### src/rtl/systolic_seq_ctrl.sv
// Control sequencer for a DIM x DIM systolic MAC array.
// A job optionally zeroes the accumulators row by row, steps the skewed A/B
// wavefront, then drains result rows downstream under valid/ready.
// Every output is decoded from the state and counter registers only.
module systolic_seq_ctrl #(
  parameter int unsigned DIM    = 8,
  parameter int unsigned ROW_W  = $clog2(DIM),
  parameter int unsigned STEP_W = $clog2(3 * DIM - 1)
) (
  input  logic              clk,
  input  logic              rst,
  input  logic              start,
  input  logic              clear_c,
  output logic              busy,
  output logic              mac_en,
  output logic              c_wr_en,
  output logic [ROW_W-1:0]  c_row,
  output logic              c_zero,
  output logic [STEP_W-1:0] feed_step,
  output logic              out_valid,
  input  logic              out_ready,
  output logic              done
);

  // The shared counter is sized for the longest phase (COMPUTE); a row index
  // always fits because 3*DIM-3 >= DIM-1.
  localparam int unsigned CntW = STEP_W;

  localparam logic [CntW-1:0] LastRow  = CntW'(DIM - 1);
  localparam logic [CntW-1:0] LastStep = CntW'(3 * DIM - 3);

  typedef enum logic [2:0] {
    StIdle,
    StClear,
    StCompute,
    StDrain,
    StDone
  } state_e;

  state_e          state_q, state_d;
  logic [CntW-1:0] cnt_q, cnt_d;

  // State and shared row/step counter; synchronous reset wins over everything.
  always_ff @(posedge clk) begin
    if (rst) begin
      state_q <= StIdle;
      cnt_q   <= '0;
    end else begin
      state_q <= state_d;
      cnt_q   <= cnt_d;
    end
  end

  // Next-state logic; the counter restarts at 0 on every state change.
  always_comb begin
    state_d = state_q;
    cnt_d   = cnt_q;
    unique case (state_q)
      StIdle: begin
        cnt_d = '0;
        if (start) begin
          state_d = clear_c ? StClear : StCompute;
        end
      end
      StClear: begin
        if (cnt_q == LastRow) begin
          state_d = StCompute;
          cnt_d   = '0;
        end else begin
          cnt_d = cnt_q + 1'b1;
        end
      end
      StCompute: begin
        if (cnt_q == LastStep) begin
          state_d = StDrain;
          cnt_d   = '0;
        end else begin
          cnt_d = cnt_q + 1'b1;
        end
      end
      StDrain: begin
        // Row advances only on a handshake; holds indefinitely otherwise.
        if (out_ready) begin
          if (cnt_q == LastRow) begin
            state_d = StDone;
            cnt_d   = '0;
          end else begin
            cnt_d = cnt_q + 1'b1;
          end
        end
      end
      StDone: begin
        // A start seen here is dropped; the first acceptable one is in IDLE.
        state_d = StIdle;
        cnt_d   = '0;
      end
      default: begin
        state_d = StIdle;
        cnt_d   = '0;
      end
    endcase
  end

  // Moore output decode; feed_step and c_row read 0 outside their phases.
  always_comb begin
    busy      = 1'b0;
    mac_en    = 1'b0;
    c_wr_en   = 1'b0;
    c_zero    = 1'b0;
    out_valid = 1'b0;
    done      = 1'b0;
    c_row     = '0;
    feed_step = '0;
    unique case (state_q)
      StIdle: ;
      StClear: begin
        busy    = 1'b1;
        c_wr_en = 1'b1;
        c_zero  = 1'b1;
        c_row   = cnt_q[ROW_W-1:0];
      end
      StCompute: begin
        busy      = 1'b1;
        mac_en    = 1'b1;
        feed_step = cnt_q;
      end
      StDrain: begin
        busy      = 1'b1;
        out_valid = 1'b1;
        c_row     = cnt_q[ROW_W-1:0];
      end
      StDone: begin
        busy = 1'b1;
        done = 1'b1;
      end
      default: ;
    endcase
  end

endmodule
### config.mk
export PLATFORM = sky130hd
export DESIGN_NAME = systolic_seq_ctrl
export DESIGN_NICKNAME = d
export VERILOG_FILES = /design/src/rtl/systolic_seq_ctrl.sv
export SDC_FILE = /design/constraint.sdc
export NUM_CORES = 1
export LEC_CHECK = 0
export CORE_MARGIN = 5
export CORE_UTILIZATION = 40
export CTS_BUF_LIST = sky130_fd_sc_hd__clkbuf_8
export CTS_CLUSTER_SIZE = 14
export DETAILED_ROUTE_END_ITERATION = 6
export GPL_ROUTABILITY_DRIVEN = 0
export PLACE_DENSITY = 0.75
export SETUP_SLACK_MARGIN = 0.3
export SYNTH_ARGS = -nofsm -noshare
export SYNTH_HDL_FRONTEND = slang
export SYNTH_SLANG_ARGS = --single-unit
export TNS_END_PERCENT = 5
### constraint.sdc
create_clock -name clk -period 3.95 [get_ports clk]
set_input_delay 0.5925 -clock clk [delete_from_list [all_inputs] [get_ports clk]]
set_output_delay 0.5925 -clock clk [all_outputs]
set_load 0.02 [all_outputs]
Word-level counts from Yosys, hierarchy flattened:

Cells that the tools add are included.

* $add $sub $neg: 1
* equal/unequal tests: 11
* muxes and demuxes: 18
* reductions and logical operators: 4

Operators by type and width (number)
* $mux 5: 4
* $mux 3: 6
* $pmux 5 s3: 1
* $pmux 3 s4: 1
* $ne 2x2->1 const B: 5
* $eq 3x2->1 const B: 2
* $add 5x1->5 const B: 1
* $eq 5x3->1 const B: 1
* $eq 5x5->1 const B: 1
* $mux 1: 5
* $reduce_and 5->1: 1
* $reduce_or 4->1: 1
* $eq 3x1->1 const B: 1
* $eq 3x3->1 const B: 1
* $logic_not 3->1: 1
* $mux 2: 1
* $reduce_or 2->1: 1

* flip-flop bits (word level): 8
* input port bits: 5
* output and inout port bits: 14
* logic and storage cells: 36

Depth between registers and ports, before layout:

Gate-level depths: netlist (run 1).

* depth after elaboration: 4
* depth in mapped cells: 6

Worst setup path after synthesis (run 1):

OpenSTA, ideal clock, no wires.

* path type: flip-flop to output port
* start point: register state_q[0]
* end point: output c_zero
* arrival time: 1248 ps
* data required time: 3357 ps
* path slack: 2109 ps
* stages on the path, launching flop included: 4
* cell sequence: dfxtp_1 or2b_1 nor2_1 buf_4

* cells in the longest elaborated chain, start to end: 2

RTL lines
* from (decl): line 40 `state_e state_q, state_d;`
* from (signal assigned): line 46 `state_q <= StIdle;`
* from (signal assigned): line 49 `state_q <= state_d;`
* $eq 3x1->1
* $mux 1
* to (decl): line 18 `output logic c_zero,`

Every way passes these cells.

Worst setup path in the final report (run 1):

* start point: register state_q[1]
* end point: output feed_step[4]

* cells in the longest elaborated chain, start to end: 2

RTL lines
* $eq 3x2->1: line 114 `unique case (state_q)`
* $mux 5: line 114
* to (decl): line 19 `output logic [STEP_W-1:0] feed_step,`

Every way passes these cells.

==> summary.md, run 1 <==
| Metric | Value |
|---|---|
| Total Wirelength | 1340 um |
| # clock sinks | 8 |
| Leakage | 0.292 nW |
| Rel. slew slack | 0.692 |
| TritonCTS clock tree | done |
| CORE AREA | 1330 um2 |
| Achievable Freq | 406 MHz |
| Syn Std Cell Area | 584 um2 |
| Final setup viols | 0 |
| Worst-case clock skew | 0.00561 ns |
| Post-synthesis net count | 82 |
| # fillers | 120 |
| Status | finished clean |
| Final ANT Viol Nets | 0 |
| Average size of a mapped cell | 7.79 um2 |
| Area post-placement | 757 um2 |
| RSZ-0062 raised after global routing | no |
| Routed len/inst | 12.5 um |
| FF-to-FF setup slack | 2.39 ns |
| HP Start | cnt_q[4] |
| Worst Tran Pin Value | 0.462 ns |
| Post-route cell area | 798 um2 |
| Post-CTS Setup Inserts | 0 |
| IR drop worst, VDD | 0.000165 V |
| Vias per inst | 5.30 |
| GRT Resource Usage Total | 0.142 |
| Drt first pass iters | 4 |
| WS Path Type | reg2out |
| Vias | 567 |
| Hold Crit Depth | 2 |
| Worst Hold End | cnt_q[4] |
| Antenna cells | 0 |
| Worst-path clk slew | 0.04 ns |
| First-pass GRT wire length | 2280 um |
| Sequential area share after synthesis | 0.274 |
| Most frequent cells in the layout | clkdlybuf4s50_1, nor2_1, dfxtp_1 |
| CTS H-tree lvls | 1 |
| Initial antenna violation count | 0 |
| Post_cts resized | 0 |
| Port buffer count | 18 |
| Core Rows | 13 |
| R2R cell count | 5 |
| Die area | 2330 um2 |
| Skew-Pair Late Insertion Delay | 0.23 ns |
| Flops & latches, synth | 8 |
| GRT Residual Overflow | 0 |
| Sw Share | 0.298 |
| Max FO, Critical Path | 9 |
| Distinct cells, synth | 29 |
| Number of global-route vias before repair | 533 |
| Seq pwr share | 0.361 |
| Initial DRC Count | 10 |
| Cells after Synth | 75 |
| Layout cells sized above 1 | 0.120 |
| Clk root buf | clkbuf_8 |
| Slew Limit Fails | 0 |
| Initial core utilization | 0.438 |
| Most common cell after layout, fill and taps aside | clkdlybuf4s50_1 |
| Post-CTS Hold Buffers | 0 |
| FF-to-FF End | cnt_q[4] |
| Clock power frac | 0.367 |
| Final Hold Vio Count | 0 |
| Die X | 48.2 um |
| Gate power share | 0.273 |
| Number of max-cap violations | 0 |
| Hold_ws | 0.513 ns |
| Clock Tree Buf Depth | 2 |
| Setup TNS | 0 ns |
| TritonCTS Buffers | 3 |
| DR DRC count | 0 |
| Hold crit path type | reg2reg |
| Post-DP HPWL | 1030 um |
| Req. time, crit path | 3.36 ns |
| Crit path capture type | primary output |
| Worst EP arrival | 1.87 ns |
| Pin count of the biggest net entering global routing | 12 |
| Sw power | 0.0000801 W |
| Area Overhead vs Synth | 36.6% |
| Int Power | 0.000189 W |
| Reg2reg start | cnt_q[0] |
| Crit path time final | 2.47 ns |
| I/O pin count | 19 |
| Crit share post-route | 0.624 |
| NumNets Final | 101 |
| Warnings, synthesis | 0 |
| Power per standard cell area | 337 nW/um2 |
| Critical Path Start Type | flop |
| Die H | 48.2 um |
==> cell families after synthesis <==
logic type,Yosys count,synth area share
adder cells (fa/ha/maj),2,0.0428
AND/OR/NAND/NOR,41,0.430
XOR/XNOR,2,0.0300
AO/OA/AOI/OAI,14,0.152
buffers and inverters,8,0.0706
flip-flops,8,0.274
==> power by group through the flow <==
stage / registers (W) / clock network (W) / logic, W
finish: 0.0000970 / 0.0000986 / 0.0000734
global route: 0.0000986 / 0.000108 / 0.0000812
CTS: 0.0000968 / 0.000100 / 0.0000743
detailed placement: 0.0000981 / 0 / 0.0000742
global placement: 0.0000975 / 0 / 0.0000731
floorplan: 0.0000940 / 0 / 0.0000533
==> layer usage <==
layer  part of all wire  global-route usage
met5                  0                   0
met4              0.010              0.0484
met3              0.081              0.0332
met2               0.46               0.242
met1               0.45               0.172
==> area by class of cell <==
| cell class | count | area, um2 | share of cell area |
|---|---|---|---|
| inverter | 4 | 15.0 | 0.0188 |
| clock buffer | 3 | 41.3 | 0.0517 |
| sequential | 8 | 160 | 0.201 |
| timing repair buffer | 18 | 180 | 0.226 |
| tap | 15 | 18.8 | 0.0235 |
| multi-input combinational | 59 | 383 | 0.480 |
==> stage by stage <==
stage / total power, W / setup WS (ns) / utilization / std cells
after floorplan: 0.000147 / 2.11 / - / 75
after global placement: 0.000171 / 1.78 / 0.568 / 104
after detailed placement: 0.000172 / 1.74 / 0.568 / 104
after CTS: 0.000271 / 1.49 / 0.598 / 107
after global routing: 0.000288 / 1.37 / 0.598 / 107
final: 0.000269 / 1.48 / 0.598 / 107
==> cell usage after synthesis, drive strengths merged <==
| master | n | area, um2 |
|---|---|---|
| dfxtp | 8 | 160 |
| inv | 4 | 15.0 |
| or2b | 1 | 7.51 |
| xor2 | 1 | 8.76 |
| nor4 | 2 | 12.5 |
| nand2b | 1 | 6.26 |
| a32o | 1 | 11.3 |
| nand3 | 3 | 15.0 |
| clkbuf | 1 | 3.75 |
| ha | 2 | 25.0 |
| nand4bb | 2 | 22.5 |
| nand2 | 5 | 18.8 |
| a211oi | 1 | 12.5 |
| a21oi | 6 | 30.0 |
| buf | 3 | 22.5 |
| xnor2 | 1 | 8.76 |
| nor3b | 1 | 18.8 |
| nand4b | 1 | 8.76 |
| and2 | 8 | 52.6 |
| o21bai | 1 | 7.51 |
| a31oi | 2 | 12.5 |
| o21ai | 3 | 15.0 |
| nor2 | 12 | 47.6 |
| nor3 | 3 | 15.0 |
| and4bb | 1 | 12.5 |
| nor2b | 1 | 13.8 |
==> flip-flops by register name, indices dropped and copies added, names as in the netlist <==
signal / count
cnt_q: 5
state_q: 3
==> how the worst max path moves through the flow <==
stage	from	end
after floorplan	state_q[0]	c_zero
after global placement	state_q[1]	feed_step[4]
after detailed placement	state_q[1]	feed_step[4]
after CTS	state_q[1]	feed_step[4]
after global routing	state_q[1]	feed_step[3]
final	state_q[1]	feed_step[4]
==> worst max-delay path, stage by stage (launching register included) <==
cell	delay [ns]
dfxtp_1	0.47
nor3b_4	0.38
and2_1	0.19
clkdlybuf4s50_1	0.60
Note: power is estimated with default switching activity, not from simulation.
==> run 2: changes to the inputs <==
==> constraint.sdc (replaced) <==
create_clock -name clk -period 2.44 [get_ports clk]
set_input_delay 0.366 -clock clk [delete_from_list [all_inputs] [get_ports clk]]
set_output_delay 0.366 -clock clk [all_outputs]
set_load 0.02 [all_outputs]
==> summary.md, run 2 (same netlist as run 1, synthesis figures left out) <==
| Metric | Value |
|---|---|
| Clock Tree Buf Depth | 2 (unchanged) |
| Slowest Stage Delay on Critical Path | 0.60 ns (about the same) |
| Post-Layout Cell Count | 110 (was 107) |
| IR drop worst, VDD | 0.000372 V (was 0.000165 V) |
| Die area | 2330 um2 (unchanged) |
| Total Wirelength | 1400 um (was 1340 um) |
| I/O pin count | 19 (unchanged) |
| Most frequent cells in the layout | clkdlybuf4s50_1, nor2_1, and2_1, a21oi_1 (was clkdlybuf4s50_1, nor2_1, dfxtp_1) |
| Int Power | 0.000314 W (was 0.000189 W) |
| Crit path capture type | primary output (unchanged) |
| Hold crit path type | reg2reg (unchanged) |
| RSZ-0062 raised after global routing | yes (was no) |
| Reg with most FFs | cnt_q (unchanged) |
| NumNets Final | 104 (was 101) |
| FF-to-FF setup slack | 0.87 ns (was 2.39 ns) |
| Dpl cells | 104 (unchanged) |
| First-pass GRT wire length | 2260 um (was 2280 um) |
| Area Overhead vs Synth | 41.1% (was 36.6%) |
| Pin count of the biggest net entering global routing | 12 (unchanged) |
| FF-to-FF End | cnt_q[4] (unchanged) |
| Core Rows | 13 (unchanged) |
| Initial antenna violation count | 0 (unchanged) |
| Gate power share | 0.287 (was 0.273) |
| Largest registers | cnt_q: 5 flops, state_q: 3 flops (unchanged) |
| Post-CTS Hold Buffers | 0 (unchanged) |
| Power per standard cell area | 540 nW/um2 (was 337 nW/um2) |
| Crit path time final | 2.13 ns |
| DR DRC count | 0 (unchanged) |
| Number of global-route vias before repair | 521 (was 533) |
| Hold Crit Depth | 2 (unchanged) |
| GRT Residual Overflow | 0 (unchanged) |
| Clk root buf | clkbuf_8 (unchanged) |
| Number of max-cap violations | 0 (unchanged) |
| # clock sinks | 8 (unchanged) |
| Layout cells sized above 1 | 0.179 (was 0.120) |
| Sw power | 0.000131 W (was 0.0000801 W) |
| Worst Tran Pin Value | 0.405 ns (was 0.462 ns) |
| Antenna cells | 0 (unchanged) |
| Drt first pass iters | 4 (unchanged) |
| Worst-path clk slew | 0.04 ns (about the same) |
| Initial core utilization | 0.438 (unchanged) |
| Routed len/inst | 12.7 um (was 12.5 um) |
| R2R cell count | 5 (unchanged) |
| Skew-Pair Late Insertion Delay | 0.23 ns (about the same) |
| GRT Resource Usage Total | 0.141 (was 0.142) |
| Initial DRC Count | 21 (was 10) |
| Final Hold Vio Count | 0 (unchanged) |
| Area post-placement | 757 um2 (unchanged) |
| Worst EP arrival | 1.76 ns (was 1.87 ns) |
| Die X | 48.2 um (unchanged) |
| CP max stage cell | clkdlybuf4s50_1 (unchanged) |
| Vias per inst | 5.30 (about the same) |
| Clock power frac | 0.360 (was 0.367) |
| Crit share post-route | 0.872 |
| Reg2reg start | cnt_q[0] (unchanged) |
| Final ANT Viol Nets | 0 (unchanged) |
| Sw Share | 0.295 (was 0.298) |
| Max FO, Critical Path | 9 (unchanged) |
| Final Worst Setup Slack | 0.312 ns (was 1.48 ns) |
| Worst Hold End | cnt_q[4] (unchanged) |
| Seq pwr share | 0.353 (was 0.361) |
| Worst path cell trace | nor3b_4 > and2_1 > clkdlybuf4s50_1 (unchanged) |
| Final setup viols | 0 (unchanged) |
| TritonCTS Buffers | 3 (unchanged) |
| Vias | 583 (was 567) |
| DP Worst Slack | 0.460 ns (was 1.74 ns) |
| CTS H-tree lvls | 1 (unchanged) |
| Port buffer count | 18 (unchanged) |
| Leakage | 0.308 nW (was 0.292 nW) |
| Most common cell after layout, fill and taps aside | clkdlybuf4s50_1 (unchanged) |
| Die H | 48.2 um (unchanged) |
| Req. time, crit path | 2.07 ns (was 3.36 ns) |
| Achievable Freq | 470 MHz |
| Post-DP HPWL | 1020 um (was 1030 um) |
| Setup TNS | 0 ns (unchanged) |
| Max reg flops | 5 (unchanged) |
| HP Start | cnt_q[4] (unchanged) |
| WS Path Type | reg2out (unchanged) |
| CORE AREA | 1330 um2 (unchanged) |
| Critical Path Start Type | flop (unchanged) |
| Status | finished clean (unchanged) |
| TritonCTS clock tree | done (unchanged) |
| Slew Limit Fails | 0 (unchanged) |
| Worst-case clock skew | 0.00150 ns (was 0.00561 ns) |
| Post-route cell area | 825 um2 (was 798 um2) |
| Rel. slew slack | 0.729 (was 0.692) |
[run 2: cell count changes in the layout (fill, tap and decap cells not counted)]
cell	delta
buf_4	+3
dfxtp_2	+3
dfxtp_1	-3
[run 2: worst max-delay path by stage]
stage               cells after the start  startpoint  slack [ns]            to
finish                                  3  state_q[1]        0.31  feed_step[3]
CTS                                     3  state_q[0]        0.30       c_wr_en
global placement                        3  state_q[1]        0.50  feed_step[4]
floorplan                               3  state_q[0]        0.83        c_zero
detailed placement                      3  state_q[1]        0.46  feed_step[4]
global route                            3  state_q[1]        0.23  feed_step[3]
[run 2: worst max-delay path: cells and delay by family (launching register included)]
| family | cells | cell delay (ns) |
|---|---|---|
| buffers and inverters | 1 | 0.60 |
| AND/OR/NAND/NOR | 2 | 0.54 |
| flip-flops | 1 | 0.39 |
[run 2: cell type report]
type / count / area [um2]
clock buffers: 3 / 41.3
fillers: 122 / 509
inverters: 4 / 15.0
multi-input cells: 59 / 383
flip-flops and latches: 8 / 164
well taps: 15 / 18.8
repair buffers: 21 / 203
[run 2: timing repair]
item | CTS | global route
setup buffers | 1 | 2
pin swaps | 1 | 0
gates resized for setup | 2 | 1
endpoints found under the setup margin | 6 | 9
[run 2: stage by stage]
stage          hold WS, ns  power, W  utilization
3_3_place_gp         0.505  0.000276        0.568
3_5_place_dp         0.506  0.000279        0.568
4_1_cts              0.520  0.000448        0.606
2_1_floorplan        0.470  0.000239            -
6_report             0.519  0.000446        0.618
5_1_grt              0.557  0.000472        0.618
[run 2: layer usage]
metal | global-route usage | wire length (um)
met3 | 0.0221 | 115
met4 | 0.0968 | 8
met1 | 0.170 | 601
met2 | 0.227 | 671
met5 | 0 | 0
[run 2: power by group through the flow]
stage	Sequential, W	Clock [W]	Combinational, W
floorplan	0.000152	0	0.0000863
global placement	0.000158	0	0.000118
detailed placement	0.000159	0	0.000120
CTS	0.000157	0.000168	0.000123
global route	0.000161	0.000171	0.000140
finish	0.000157	0.000160	0.000128
==> run 3: changes to the inputs <==
--- a/config.mk
+++ b/config.mk
@@ -5,13 +5,14 @@
 export SDC_FILE = /design/constraint.sdc
 export NUM_CORES = 1
 export LEC_CHECK = 0
-export CORE_MARGIN = 5
-export CORE_UTILIZATION = 40
+export CAP_MARGIN = 10
+export CORE_AREA = 5 5 42 44
 export CTS_BUF_LIST = sky130_fd_sc_hd__clkbuf_8
 export CTS_CLUSTER_SIZE = 14
 export DETAILED_ROUTE_END_ITERATION = 6
+export DIE_AREA = 0 0 47 49
 export GPL_ROUTABILITY_DRIVEN = 0
-export PLACE_DENSITY = 0.75
+export PLACE_DENSITY = 0.81
 export SETUP_SLACK_MARGIN = 0.3
 export SYNTH_ARGS = -nofsm -noshare
 export SYNTH_HDL_FRONTEND = slang
==> summary.md, run 3 (same netlist as run 1, synthesis figures left out) <==
| Metric | Value |
|---|---|
| TritonCTS clock tree | done (unchanged) |
| Dpl cells | 105 (was 104) |
| Initial antenna violation count | 0 (unchanged) |
| CORE AREA | 1400 um2 (was 1330 um2) |
| Setup TNS | 0 ns (unchanged) |
| DR DRC count | 0 (unchanged) |
| Most common cell after layout, fill and taps aside | clkdlybuf4s50_1 (unchanged) |
| Worst Tran Pin Value | 0.369 ns (was 0.405 ns) |
| Crit path capture type | primary output (unchanged) |
| DP Worst Slack | 0.477 ns (was 0.460 ns) |
| Core Rows | 14 (was 13) |
| Req. time, crit path | 2.07 ns (about the same) |
| Worst EP arrival | 1.74 ns (was 1.76 ns) |
| GRT Resource Usage Total | 0.119 (was 0.141) |
| Die H | 49 um (was 48.2 um) |
| Hold crit path type | reg2reg (unchanged) |
| Final ANT Viol Nets | 0 (unchanged) |
| I/O pin count | 19 (unchanged) |
| Die area | 2300 um2 (was 2330 um2) |
| Final Worst Setup Slack | 0.332 ns (was 0.312 ns) |
| Post-DP HPWL | 984 um (was 1020 um) |
| IR drop worst, VDD | 0.000390 V (was 0.000372 V) |
| Initial core utilization | 0.417 (was 0.438) |
| Reg with most FFs | cnt_q (unchanged) |
| RSZ-0062 raised after global routing | yes (unchanged) |
| Rel. slew slack | 0.753 (was 0.729) |
| Die X | 47 um (was 48.2 um) |
| Drt first pass iters | 4 (unchanged) |
| GRT Residual Overflow | 0 (unchanged) |
| Crit share post-route | 0.864 (was 0.872) |
| Number of global-route vias before repair | 474 (was 521) |
| Leakage | 0.321 nW (was 0.308 nW) |
| # clock sinks | 8 (unchanged) |
| Max reg flops | 5 (unchanged) |
| First-pass GRT wire length | 2010 um (was 2260 um) |
| WS Path Type | reg2out (unchanged) |
| Pin count of the biggest net entering global routing | 12 (unchanged) |
| NumNets Final | 102 (was 104) |
| Post-Layout Cell Count | 109 (was 110) |
| Port buffer count | 18 (unchanged) |
| TritonCTS Buffers | 3 (unchanged) |
| Status | finished clean (unchanged) |
| Antenna cells | 0 (unchanged) |
| Vias per inst | 5.35 (was 5.30) |
| CTS H-tree lvls | 1 (unchanged) |
| Crit path time final | 2.11 ns (was 2.13 ns) |
| Skew-Pair Late Insertion Delay | 0.23 ns (about the same) |
| Routed len/inst | 12.2 um (was 12.7 um) |
| # fillers | 133 (was 122) |
| Area Overhead vs Synth | 38.8% (was 41.1%) |
| Final setup viols | 0 (unchanged) |
| Achievable Freq | 474 MHz (was 470 MHz) |
| Layout cells sized above 1 | 0.151 (was 0.179) |
| Worst-path clk slew | 0.04 ns (about the same) |
| Total Wirelength | 1330 um (was 1400 um) |
| Clk root buf | clkbuf_8 (unchanged) |
| Clock Tree Buf Depth | 2 (unchanged) |
| Power per standard cell area | 542 nW/um2 (was 540 nW/um2) |
| Number of max-cap violations | 0 (unchanged) |
| Post-CTS Hold Buffers | 0 (unchanged) |
| Final Hold Vio Count | 0 (unchanged) |
| Max FO, Critical Path | 9 (unchanged) |
| Critical Path Start Type | flop (unchanged) |
| Worst-case clock skew | 0.00262 ns (was 0.00150 ns) |
| Slew Limit Fails | 0 (unchanged) |
| Largest registers | cnt_q: 5 flops, state_q: 3 flops (unchanged) |
| Most frequent cells in the layout | clkdlybuf4s50_1, nor2_1, and2_1, a21oi_1, dfxtp_1 (was clkdlybuf4s50_1, nor2_1, and2_1, a21oi_1) |
| Initial DRC Count | 16 (was 21) |
| Vias | 583 (unchanged) |
==> run 3: cell types whose count changed in the layout (fill, tap and decap cells not counted), sizes merged <==
| cell | before | now |
|---|---|---|
| clkdlybuf4s50 | 18 | 16 |
| buf | 3 | 1 |
| dlygate4sd2 | 0 | 1 |
| dlymetal6s2s | 0 | 1 |
==> run 3: worst paths after layout <==
path	from	to	slack, ns	cells after the start
hold / removal	cnt_q[4]	cnt_q[4]	0.52	2
setup reg to reg	cnt_q[0]	cnt_q[4]	0.89	5
hold reg to reg	cnt_q[4]	cnt_q[4]	0.52	2
setup / recovery	state_q[0]	feed_step[1]	0.33	3
==> run 3: report_power, final <==
group	internal [W]	total [W]	switching, W	leakage, nW
logic	0.0000621	0.000123	0.0000610	0.234
registers	0.000140	0.000157	0.0000162	0.0660
clock network	0.000107	0.000160	0.0000530	0.0216
total	0.000309	0.000440	0.000130	0.321
==> run 3: timing repair <==
action / CTS / global route
pin swaps: 1 / 1
endpoints found under the hold margin: 0 / 0
endpoints found under the setup margin: 5 / 8
setup buffers: 0 / 1
resized for setup: 2 / 2
==> run 3: layer usage <==
layer,global-route usage,share of wire,vias to the layer above
li1,-,-,294
met1,0.150,0.41,262
met2,0.179,0.49,21
met3,0.0332,0.076,6
met4,0.0553,0.023,0
met5,0,0,-
==> run 3: stage by stage <==
stage / area, um2 / total power (W) / hold slack [ns] / utilization
global route: 811 / 0.000463 / 0.532 / 0.579
CTS: 800 / 0.000437 / 0.513 / 0.571
detailed placement: 758 / 0.000278 / 0.501 / 0.541
finish: 811 / 0.000440 / 0.518 / 0.579
global placement: 758 / 0.000275 / 0.501 / 0.541
floorplan: 584 / 0.000239 / 0.470 / -
==> run 3: area by class of cell <==
| class | count | area (um2) | share of cell area |
|---|---|---|---|
| flip-flops and latches | 8 | 163 | 0.201 |
| clock buffers | 3 | 41.3 | 0.0509 |
| inverters | 4 | 15.0 | 0.0185 |
| well taps | 16 | 20.0 | 0.0247 |
| repair buffers | 19 | 189 | 0.233 |
| multi-input cells | 59 | 383 | 0.472 |
==> run 3: worst max-delay path, cell delays in order (launching register included) <==
cell	delay, ns
dfxtp_1	0.39
nor3b_4	0.35
and2_1	0.18
clkdlybuf4s50_1	0.60
